**config.mk**
```make
export PLATFORM = sky130hd
export DESIGN_NAME = veerwolf_ram_init
export DESIGN_NICKNAME = d
export VERILOG_FILES = /design/src/rtl/veerwolf_pkg.sv /design/src/rtl/veerwolf_ram_init_beatcnt.sv /design/src/rtl/veerwolf_ram_init.sv
export SDC_FILE = /design/constraint.sdc
export NUM_CORES = 1
export LEC_CHECK = 0
export BUFFER_PORTS_ARGS = -buffer_cell sky130_fd_sc_hd__buf_2
export CAP_MARGIN = 10
export CORE_UTILIZATION = 44
export DETAILED_ROUTE_END_ITERATION = 10
export PLACE_DENSITY = 0.79
export SYNTH_ARGS = -nofsm -noshare
export SYNTH_HDL_FRONTEND = slang
export SYNTH_SLANG_ARGS = --single-unit
```
**constraint.sdc**
```tcl
create_clock -name clk -period 2.1 [get_ports clk]
set_input_delay 0.105 -clock clk [delete_from_list [all_inputs] [get_ports clk]]
set_output_delay 0.105 -clock clk [all_outputs]
set_load 0.05 [all_outputs]
```
**src/rtl/veerwolf_pkg.sv**
```systemverilog
// -----------------------------------------------------------------------------
// veerwolf_pkg
// Shared constants for the VeeRwolf RAM initialiser: AXI4 encodings, the
// initialiser FSM state codes and a counter-width helper.
// No ports (package).
// -----------------------------------------------------------------------------
package veerwolf_pkg;

   // AXI4 encodings used by the initialiser
   localparam logic [1:0] AXI_BURST_INCR = 2'b01;
   localparam logic [1:0] AXI_RESP_OKAY  = 2'b00;
   localparam logic [2:0] AXI_SIZE_8B    = 3'd3;

   // Initialiser FSM state codes
   localparam logic [2:0] ST_AW   = 3'd0;
   localparam logic [2:0] ST_W    = 3'd1;
   localparam logic [2:0] ST_B    = 3'd2;
   localparam logic [2:0] ST_RA   = 3'd3;
   localparam logic [2:0] ST_R    = 3'd4;
   localparam logic [2:0] ST_DONE = 3'd5;

   // Width of a counter that must hold 0..n-1; never narrower than one bit
   function automatic int unsigned cnt_width(input int unsigned n);
      if (n > 32'd1) begin
         return $clog2(n);
      end else begin
         return 32'd1;
      end
   endfunction

endpackage

```
**src/rtl/veerwolf_ram_init_beatcnt.sv**
```systemverilog
// -----------------------------------------------------------------------------
// veerwolf_ram_init_beatcnt
// Beat counter within one AXI burst, shared by the write-data and read-data
// phases. Counts accepted beats and wraps to zero after the last one.
// Ports:
//   clk, rst  : clock, asynchronous active-high reset
//   i_adv     : a data beat was accepted this cycle
//   o_last    : the current beat is the last of the burst
// -----------------------------------------------------------------------------
module veerwolf_ram_init_beatcnt
   import veerwolf_pkg::*;
#(
   parameter int unsigned BURST_LEN = 16
) (
   input  logic clk,
   input  logic rst,
   input  logic i_adv,
   output logic o_last
);

   localparam int CW = cnt_width(BURST_LEN);
   localparam logic [CW-1:0] LAST_BEAT = CW'(BURST_LEN - 32'd1);
   localparam logic [CW-1:0] CNT_ONE   = CW'(32'd1);

   logic [CW-1:0] r_cnt;

   // Beat index: advances on each accepted beat, clears after the last beat
   always_ff @(posedge clk or posedge rst) begin
      if (rst) begin
         r_cnt <= {CW{1'b0}};
      end else if (i_adv) begin
         if (r_cnt == LAST_BEAT) begin
            r_cnt <= {CW{1'b0}};
         end else begin
            r_cnt <= r_cnt + CNT_ONE;
         end
      end else begin
         r_cnt <= r_cnt;
      end
   end

   assign o_last = (r_cnt == LAST_BEAT);

endmodule

```
**src/rtl/veerwolf_ram_init.sv**
```systemverilog
// -----------------------------------------------------------------------------
// veerwolf_ram_init
// AXI4 write initiator that fills the on-chip RAM with FILL_VALUE after reset,
// one INCR burst at a time, then reports done/error to the core.
// Optional read-back verification is enabled with the macro
// VEERWOLF_RAM_INIT_VERIFY_EN (adds the AR/R ports).
// Ports:
//   clk, rst                 : clock, asynchronous active-high reset
//   o_aw*, i_awready         : write address channel (constants + address)
//   o_w*, i_wready           : write data channel
//   i_bid, i_bresp, i_bvalid, o_bready : write response channel
//   o_ar*, i_arready, i_r*, o_rready   : read channels (verify build only)
//   o_init_done              : sticky, fill (and verify) complete
//   o_init_error             : sticky, any error response or data mismatch
// -----------------------------------------------------------------------------
module veerwolf_ram_init
   import veerwolf_pkg::*;
#(
   parameter int unsigned          ID_WIDTH   = 6,
   parameter int unsigned          ADDR_WIDTH = 16,
   parameter int unsigned          RAM_SIZE   = 32'h10000,
   parameter int unsigned          BURST_LEN  = 16,
   parameter logic [ID_WIDTH-1:0]  INIT_ID    = {ID_WIDTH{1'b0}},
   parameter logic [63:0]          FILL_VALUE = 64'h0
) (
   input  logic                  clk,
   input  logic                  rst,
   output logic [ID_WIDTH-1:0]   o_awid,
   output logic [ADDR_WIDTH-1:0] o_awaddr,
   output logic [7:0]            o_awlen,
   output logic [2:0]            o_awsize,
   output logic [1:0]            o_awburst,
   output logic                  o_awvalid,
   input  logic                  i_awready,
   output logic [63:0]           o_wdata,
   output logic [7:0]            o_wstrb,
   output logic                  o_wlast,
   output logic                  o_wvalid,
   input  logic                  i_wready,
   input  logic [ID_WIDTH-1:0]   i_bid,
   input  logic [1:0]            i_bresp,
   input  logic                  i_bvalid,
   output logic                  o_bready,
`ifdef VEERWOLF_RAM_INIT_VERIFY_EN
   output logic [ID_WIDTH-1:0]   o_arid,
   output logic [ADDR_WIDTH-1:0] o_araddr,
   output logic [7:0]            o_arlen,
   output logic [2:0]            o_arsize,
   output logic [1:0]            o_arburst,
   output logic                  o_arvalid,
   input  logic                  i_arready,
   input  logic [ID_WIDTH-1:0]   i_rid,
   input  logic [63:0]           i_rdata,
   input  logic [1:0]            i_rresp,
   input  logic                  i_rlast,
   input  logic                  i_rvalid,
   output logic                  o_rready,
`endif
   output logic                  o_init_done,
   output logic                  o_init_error
);

   localparam int unsigned NUM_BURSTS = RAM_SIZE / (BURST_LEN * 32'd8);
   localparam int          BW         = cnt_width(NUM_BURSTS);
   localparam logic [BW-1:0]         LAST_BURST  = BW'(NUM_BURSTS - 32'd1);
   localparam logic [BW-1:0]         BURST_ONE   = BW'(32'd1);
   localparam logic [ADDR_WIDTH-1:0] BURST_BYTES = ADDR_WIDTH'(BURST_LEN * 32'd8);
   localparam logic [7:0]            AXLEN       = 8'(BURST_LEN - 32'd1);
`ifdef VEERWOLF_RAM_INIT_VERIFY_EN
   localparam logic [2:0]            ST_AFTER_WR = ST_RA;
`else
   localparam logic [2:0]            ST_AFTER_WR = ST_DONE;
`endif

   logic [2:0]            r_state;
   logic [2:0]            w_state_nxt;
   logic                  r_awvalid;
   logic                  r_wvalid;
   logic                  r_bready;
   logic [ADDR_WIDTH-1:0] r_addr;
   logic [BW-1:0]         r_burst;
   logic                  r_done;
   logic                  r_error;
   logic                  w_last;
   logic                  w_aw_hs;
   logic                  w_w_hs;
   logic                  w_b_hs;
   logic                  w_rd_end;
   logic                  w_last_burst;
   logic                  w_beat_adv;
   logic                  w_err_evt;
`ifdef VEERWOLF_RAM_INIT_VERIFY_EN
   logic                  r_arvalid;
   logic                  r_rready;
   logic                  w_ar_hs;
   logic                  w_r_hs;
`endif

   // Constant channel fields
   assign o_awid    = INIT_ID;
   assign o_awlen   = AXLEN;
   assign o_awsize  = AXI_SIZE_8B;
   assign o_awburst = AXI_BURST_INCR;
   assign o_wdata   = FILL_VALUE;
   assign o_wstrb   = 8'hFF;

   assign o_awaddr     = r_addr;
   assign o_awvalid    = r_awvalid;
   assign o_wvalid     = r_wvalid;
   assign o_wlast      = r_wvalid & w_last;
   assign o_bready     = r_bready;
   assign o_init_done  = r_done;
   assign o_init_error = r_error;

   assign w_aw_hs      = r_awvalid & i_awready;
   assign w_w_hs       = r_wvalid & i_wready;
   assign w_b_hs       = r_bready & i_bvalid;
   assign w_last_burst = (r_burst == LAST_BURST);

`ifdef VEERWOLF_RAM_INIT_VERIFY_EN
   assign o_arid    = INIT_ID;
   assign o_araddr  = r_addr;
   assign o_arlen   = AXLEN;
   assign o_arsize  = AXI_SIZE_8B;
   assign o_arburst = AXI_BURST_INCR;
   assign o_arvalid = r_arvalid;
   assign o_rready  = r_rready;
   assign w_ar_hs   = r_arvalid & i_arready;
   assign w_r_hs    = r_rready & i_rvalid;
   assign w_beat_adv = w_w_hs | w_r_hs;
   assign w_rd_end   = w_r_hs & w_last;
`else
   assign w_beat_adv = w_w_hs;
   assign w_rd_end   = 1'b0;
`endif

   veerwolf_ram_init_beatcnt #(
      .BURST_LEN (BURST_LEN)
   ) u_beatcnt (
      .clk    (clk),
      .rst    (rst),
      .i_adv  (w_beat_adv),
      .o_last (w_last)
   );

   // Error events: bad write response, or (verify build) bad read beat
   always_comb begin
      w_err_evt = 1'b0;
      if (w_b_hs && ((i_bresp != AXI_RESP_OKAY) || (i_bid != INIT_ID))) begin
         w_err_evt = 1'b1;
      end else begin
         w_err_evt = 1'b0;
      end
`ifdef VEERWOLF_RAM_INIT_VERIFY_EN
      if (w_r_hs && ((i_rdata != FILL_VALUE) || (i_rresp != AXI_RESP_OKAY) ||
                     (i_rid != INIT_ID) || (i_rlast != w_last))) begin
         w_err_evt = 1'b1;
      end else begin
         w_err_evt = w_err_evt;
      end
`endif
   end

   // Next-state decode: one outstanding burst, AW -> W -> B per burst
   always_comb begin
      w_state_nxt = r_state;
      case (r_state)
         ST_AW: begin
            if (w_aw_hs) begin
               w_state_nxt = ST_W;
            end else begin
               w_state_nxt = ST_AW;
            end
         end
         ST_W: begin
            if (w_w_hs && w_last) begin
               w_state_nxt = ST_B;
            end else begin
               w_state_nxt = ST_W;
            end
         end
         ST_B: begin
            if (w_b_hs) begin
               if (w_last_burst) begin
                  w_state_nxt = ST_AFTER_WR;
               end else begin
                  w_state_nxt = ST_AW;
               end
            end else begin
               w_state_nxt = ST_B;
            end
         end
`ifdef VEERWOLF_RAM_INIT_VERIFY_EN
         ST_RA: begin
            if (w_ar_hs) begin
               w_state_nxt = ST_R;
            end else begin
               w_state_nxt = ST_RA;
            end
         end
         ST_R: begin
            if (w_rd_end) begin
               if (w_last_burst) begin
                  w_state_nxt = ST_DONE;
               end else begin
                  w_state_nxt = ST_RA;
               end
            end else begin
               w_state_nxt = ST_R;
            end
         end
`else
         // Read states are unreachable without verification; park safely
         ST_RA, ST_R: w_state_nxt = ST_DONE;
`endif
         ST_DONE: w_state_nxt = ST_DONE;
         default: w_state_nxt = ST_AW;
      endcase
   end

   // State, registered channel valids/readies, address and burst tracking
   always_ff @(posedge clk or posedge rst) begin
      if (rst) begin
         r_state   <= ST_AW;
         r_awvalid <= 1'b0;
         r_wvalid  <= 1'b0;
         r_bready  <= 1'b0;
         r_addr    <= {ADDR_WIDTH{1'b0}};
         r_burst   <= {BW{1'b0}};
         r_done    <= 1'b0;
         r_error   <= 1'b0;
`ifdef VEERWOLF_RAM_INIT_VERIFY_EN
         r_arvalid <= 1'b0;
         r_rready  <= 1'b0;
`endif
      end else begin
         r_state   <= w_state_nxt;
         // Valids are registered from the next state so they rise with it
         r_awvalid <= (w_state_nxt == ST_AW);
         r_wvalid  <= (w_state_nxt == ST_W);
         r_bready  <= (w_state_nxt == ST_B);
`ifdef VEERWOLF_RAM_INIT_VERIFY_EN
         r_arvalid <= (w_state_nxt == ST_RA);
         r_rready  <= (w_state_nxt == ST_R);
`endif
         if (w_b_hs || w_rd_end) begin
            if (w_last_burst) begin
               // Read-back (if any) restarts from the bottom of the RAM
               r_burst <= {BW{1'b0}};
`ifdef VEERWOLF_RAM_INIT_VERIFY_EN
               r_addr  <= {ADDR_WIDTH{1'b0}};
`else
               r_addr  <= r_addr + BURST_BYTES;
`endif
            end else begin
               r_burst <= r_burst + BURST_ONE;
               r_addr  <= r_addr + BURST_BYTES;
            end
         end else begin
            r_burst <= r_burst;
            r_addr  <= r_addr;
         end
         r_error <= r_error | w_err_evt;
         r_done  <= r_done | (w_state_nxt == ST_DONE);
      end
   end

endmodule
```
Word level (Yosys, flattened, before mapping)
Index checks and enable logic that the tools add are counted.
{"block": "word_totals", "input_bits": 13, "register_bits": 37}
{"block": "op_classes", "muxes": 8, "eq_ne": 10, "reduce_logical": 8, "addsub": 3, "n_bitwise": 6}
{"cell": "16-bit by 8-bit adder with 16-bit output (second input constant)", "n": 1}
{"cell": "3-bit one-hot mux with 4 select lines", "n": 1}
{"cell": "9-bit by 1-bit adder with 9-bit output (second input constant)", "n": 1}
{"cell": "3-bit by 2-bit == test with 1-bit output (second input constant)", "n": 3}
{"cell": "3-bit == test (second input constant)", "n": 3}
{"cell": "9-bit == test (second input constant)", "n": 1}
{"cell": "9-bit 2-to-1 mux", "n": 1}
{"cell": "3-bit by 1-bit == test with 1-bit output (second input constant)", "n": 2}
{"cell": "3-bit logical NOT", "n": 2}
{"cell": "3-bit 2-to-1 mux", "n": 2}
{"cell": "6-bit nonzero test", "n": 1}
{"cell": "4-bit by 1-bit adder with 4-bit output (second input constant)", "n": 1}
{"cell": "1-bit AND", "n": 4}
{"cell": "4-bit == test (second input constant)", "n": 1}
{"cell": "4-bit 2-to-1 mux", "n": 1}
{"cell": "3-bit OR reduction", "n": 1}
{"cell": "1-bit logical AND", "n": 2}
{"cell": "1-bit 2-to-1 mux", "n": 2}
{"cell": "2-bit 2-to-1 mux", "n": 1}
{"cell": "1-bit OR", "n": 2}
{"cell": "2-bit nonzero test", "n": 1}
{"cell": "1-bit logical OR", "n": 1}

Logic depth before layout (Yosys ltp)
{"block": "logic_depth", "ltp_word": 6, "depth_mapped": 7, "depth_no_buf": 7}

By module
Synthesis repeated with hierarchy kept, for this count alone.
{"block": "unflattened", "cells_unflattened": 229, "hier_area_um2": 2192.1}
{"module": "veerwolf_ram_init", "seq_area_each_um2": 650.6, "n_inst": 1, "area_per_inst_um2": 2003.2, "cells_per_inst": 213}
{"module": "veerwolf_ram_init_beatcnt", "seq_area_each_um2": 100.1, "n_inst": 1, "area_per_inst_um2": 188.9, "cells_per_inst": 16}

Worst setup path before layout
OpenSTA, ideal clock, no wires.
{"block": "synth_path", "path_type": "register to register", "start": "register r_burst[0]", "end": "register r_burst[6]", "t_arrival_ps": 1800, "required_ps": 2031, "stages_incl_launch_ff": 8, "synth_period_minus_slack_ps": 1869, "slack_ps": 231, "setup_ps": 69, "path_cell_list": "dfrtp_1 -> ha_1 -> nand2_1 -> nor3_1 -> ha_1 -> nand3b_2 -> or4_1 -> nand3_1"}
{"block": "synth_between", "elab_chain_len": 2}
{"item": "start: declaration", "line": "veerwolf_ram_init.sv:81", "source": "logic [BW-1:0] r_burst;"}
{"item": "start signal: assignment", "line": "veerwolf_ram_init.sv:229", "source": "r_burst <= {BW{1'b0}};"}
{"item": "start signal: assignment", "line": "veerwolf_ram_init.sv:249", "source": "r_burst <= {BW{1'b0}};"}
{"item": "start signal: assignment", "line": "veerwolf_ram_init.sv:256", "source": "r_burst <= r_burst + BURST_ONE;"}
{"item": "9-bit by 1-bit adder with 9-bit output or 9-bit == test (tied branches)", "line": "veerwolf_ram_init.sv:256, veerwolf_ram_init.sv:118"}
{"item": "9-bit 2-to-1 mux (*)", "line": "veerwolf_ram_init.sv:247", "source": "if (w_last_burst) begin"}
Mark *: on every way between the ends. The rest lies on a longest branch, timed or not.
A chain may end at the register's enable or synchronous reset.

Worst setup path after layout
Ends and elaborated chain as after synthesis.

==> summary.md <==
| Metric | Value |
|---|---|
| Initial Util | `0.457` |
| CTS max path bufs | `2` |
| Routed Antenna Nets | `0` |
| Remaining DRCs | `0` |
| Synth cell types | `37` |
| Antenna violations before repair | `0` |
| R2r startpoint | `r_burst[0]` |
| Power Density | `682 nW/um^2` |
| Sink Count | `30` |
| Wirelength per Cell | `9.66 microns` |
| Main combinational cell family by area after synthesis | `buffers and inverters` |
| Worst EP arrival | `2.16 ns` |
| Hold Vio Cnt, Final | `0` |
| Placed inst area | `2010 sq um` |
| CP Capture Point | `r_burst[6]` |
| Async set-reset flop share out of synthesis | `1.00` |
| Largest net degree at the start of global routing | `31` |
| Reg2reg path depth | `7` |
| Crit path from | `r_burst[0]` |
| # IOs | `126` |
| Post-DP HPWL | `2400 microns` |
| Final Instance Area | `2110 sq um` |
| Worst setup EP type | `flop` |
| Global route overflow | `0` |
| Synth Area in XOR/XNOR | `0.0365` |
| Warnings, synthesis | `0` |
| GP Congestion | `0.811` |
| Initial DRT Pass Iterations | `6` |
| Achievable Freq | `0.514 GHz` |
| Global-route usage over all layers | `0.129` |
| Post-Synthesis Cells | `236` |
| Total wire length | `3250 microns` |
| FP Rows | `25` |
| Final critical-path required period | `1.94 ns` |
| Post-synthesis mux area share | `0.00986` |
| Vias | `1395` |
| Area share of the largest cell type after synthesis | `0.348` |
| Compound-cell area share of the yosys netlist | `0.0742` |
| Cell area after synthesis | `2160 sq um` |
| Clk_lat worst skew | `0.28 ns` |
| Root Buffer | `clkbuf_8` |
| Port Buf Inserts | `27` |
| Final clock skew | `0.00334 ns` |
| # setup viols final | `0` |
| M1 GR Usage | `0.149` |
| Final worst path period share | `0.926` |
| Simple-Gate Fraction of Synth Area | `0.155` |
| ANT cells | `0` |
| Number of flops mapped to enable cells by yosys | `0` |
| #FFs+latches synth | `30` |
| Critical path class | `reg -> reg` |
| Clock transition at path regs | `0.06 ns` |
| Vias in the first global route | `1142` |
| Synth-to-layout area growth | `-2.38%` |
| Synth area leaders | `dfrtp_1 35%, buf_4 34%, nand2_1 3.7%, xnor2_1 2.8%, ha_1 2.3%` |
| DRT iter0 DRCs | `93` |
| Fill cell count | `465` |
| Most used routing layer | `met2` |
| Leakage | `1.19 nW` |
| TNS Setup | `0 ns` |
| Maximum vdd drop | `0.409 mV` |
| Full die area | `5190 sq um` |
| Met2 usage | `0.218` |
| Cell accounting for the most synthesized area | `dfrtp_1` |
| Slew Viols, Final | `0` |
| Post-synthesis sequential area ratio | `0.348` |
| Top-count cell post-synth | `buf_4` |
| Reg-to-reg endpoint | `r_burst[6]` |
| Worst setup SP type | `flop` |
| Core ar. | `4720 sq um` |
| RSZ-0062 raised after global routing | `no` |
| Hold/Removal Path Class | `in -> reg` |
| Die height | `72.0 microns` |
| Critical path peak fanout | `7` |
| Vias per cell | `4.15` |
| First-pass GRT wire length | `5080 microns` |
| Nets | `287` |
| Avg Synthesized Cell Area | `9.15 sq um` |
| CTS tree | `yes` |
| Htree depth | `2` |
| Commonest register cell after synthesis | `dfrtp_1` |
| DIE WIDTH | `72.0 microns` |
| Setup bufs post-CTS | `0` |
| Share of layout cells above drive strength 1 | `0.149` |
| Max-capacitance violation count | `0` |
| M3 GR Usage | `0.0333` |
| Critical Path RT | `2.32 ns` |
| Worst R2R Setup Slack | `0.16 ns` |
| Post-Synth Adder-Cell Area | `0.0232` |
| Status | `complete, no violations` |
| Commonest cells post-synth | `98 x buf_4, 30 x dfrtp_1, 21 x nand2_1` |
| TritonCTS Buffers | `5` |
[stage by stage]
step | setup WS [ns] | util | hold WS, ns | total power, W | std cells
CTS | 0.0873 | 0.444 | 0.119 | 0.00145 | 336
global placement | 0.181 | 0.425 | 0.201 | 0.000994 | 329
detailed placement | 0.0984 | 0.425 | 0.205 | 0.000995 | 329
floorplan | 0.231 | - | 0.196 | 0.00112 | 332
global route | 0.0562 | 0.446 | 0.130 | 0.00149 | 336
finish | 0.155 | 0.446 | 0.119 | 0.00144 | 336
[cell usage in the layout (no fill, tap or decap), drive strengths merged, types with 2 or more instances in the layout]
cell type	synthesis	layout
clkbuf	0	6
and3	2	2
xor2	2	2
nand2	21	21
o41ai	2	2
o311ai	2	2
o21ai	8	8
ha	4	4
nand4	5	5
conb	2	98
and2	2	2
buf	99	29
xnor2	7	7
dfrtp	30	30
or3	3	3
nand2b	4	4
o21bai	3	3
a21oi	5	5
nor4	2	2
nand3b	3	3
or2	2	2
nor3	4	4
nand3	8	8
inv	2	2
nor2	3	3
[worst max-delay path, cell delays in order (launching register included)]
cell,delay [ns]
dfrtp_1,0.40
ha_1,0.26
nand2_1,0.11
nor3_1,0.07
ha_1,0.25
nand3b_4,0.20
or4_1,0.51
nand3_1,0.09
[power by group]
part	total (W)	internal, W	switching [W]
clock network	0.000450	0.000252	0.000198
registers	0.000578	0.000578	0
logic	0.000409	0.0000110	0.000398
total	0.00144	0.000841	0.000597
[logic make-up (layout without fill, tap and decap cells)]
logic type / Yosys count / in the layout
other cells: 2 / 98
compound gates: 25 / 25
mux: 2 / 2
buf+inv: 101 / 38
xor+xnor: 9 / 9
flops: 30 / 30
fa+ha+maj: 4 / 4
simple gates: 63 / 63
[final cells by class]
type / instances / area [sq um] / area share
Inverter: 2 / 7.51 / 0.00356
Tap cell: 67 / 83.8 / 0.0398
Clock buffer: 6 / 82.6 / 0.0392
Multi-Input combinational cell: 201 / 1020 / 0.485
Sequential cell: 30 / 751 / 0.356
Timing Repair Buffer: 30 / 160 / 0.0760
[layer usage]
metal | vias up | share of wire
met5 | - | 0
met4 | 0 | 0.021
met3 | 7 | 0.057
met2 | 66 | 0.50
met1 | 664 | 0.42
li1 | 658 | -
[flip-flops by register name, indices dropped and copies added, names as in the netlist]
name             cells
o_awvalid            1
r_state              3
o_wvalid             1
o_bready             1
o_init_error         1
o_init_done          1
u_beatcnt.r_cnt      4
o_awaddr             9
r_burst              9
[worst min path at each step]
stage               slack [ns]  cells past startpoint  startpoint                 end
floorplan                 0.20                      1         rst        o_awaddr[10]
global route              0.13                      3    i_wready  u_beatcnt.r_cnt[2]
finish                    0.12                      3    i_wready  u_beatcnt.r_cnt[2]
global placement          0.20                      3         rst        o_init_error
CTS                       0.12                      3    i_wready  u_beatcnt.r_cnt[2]
detailed placement        0.20                      3         rst  u_beatcnt.r_cnt[1]
[timing repair]
| item | 4_1_cts | 5_1_grt |
|---|---|---|
| hold endpoints to repair | 30 | 0 |
| setup endpoints to repair | 0 | 1 |
| resized for setup | 0 | 1 |
| hold buffers | 1 | 0 |
Power figures use the tool's default switching activity.
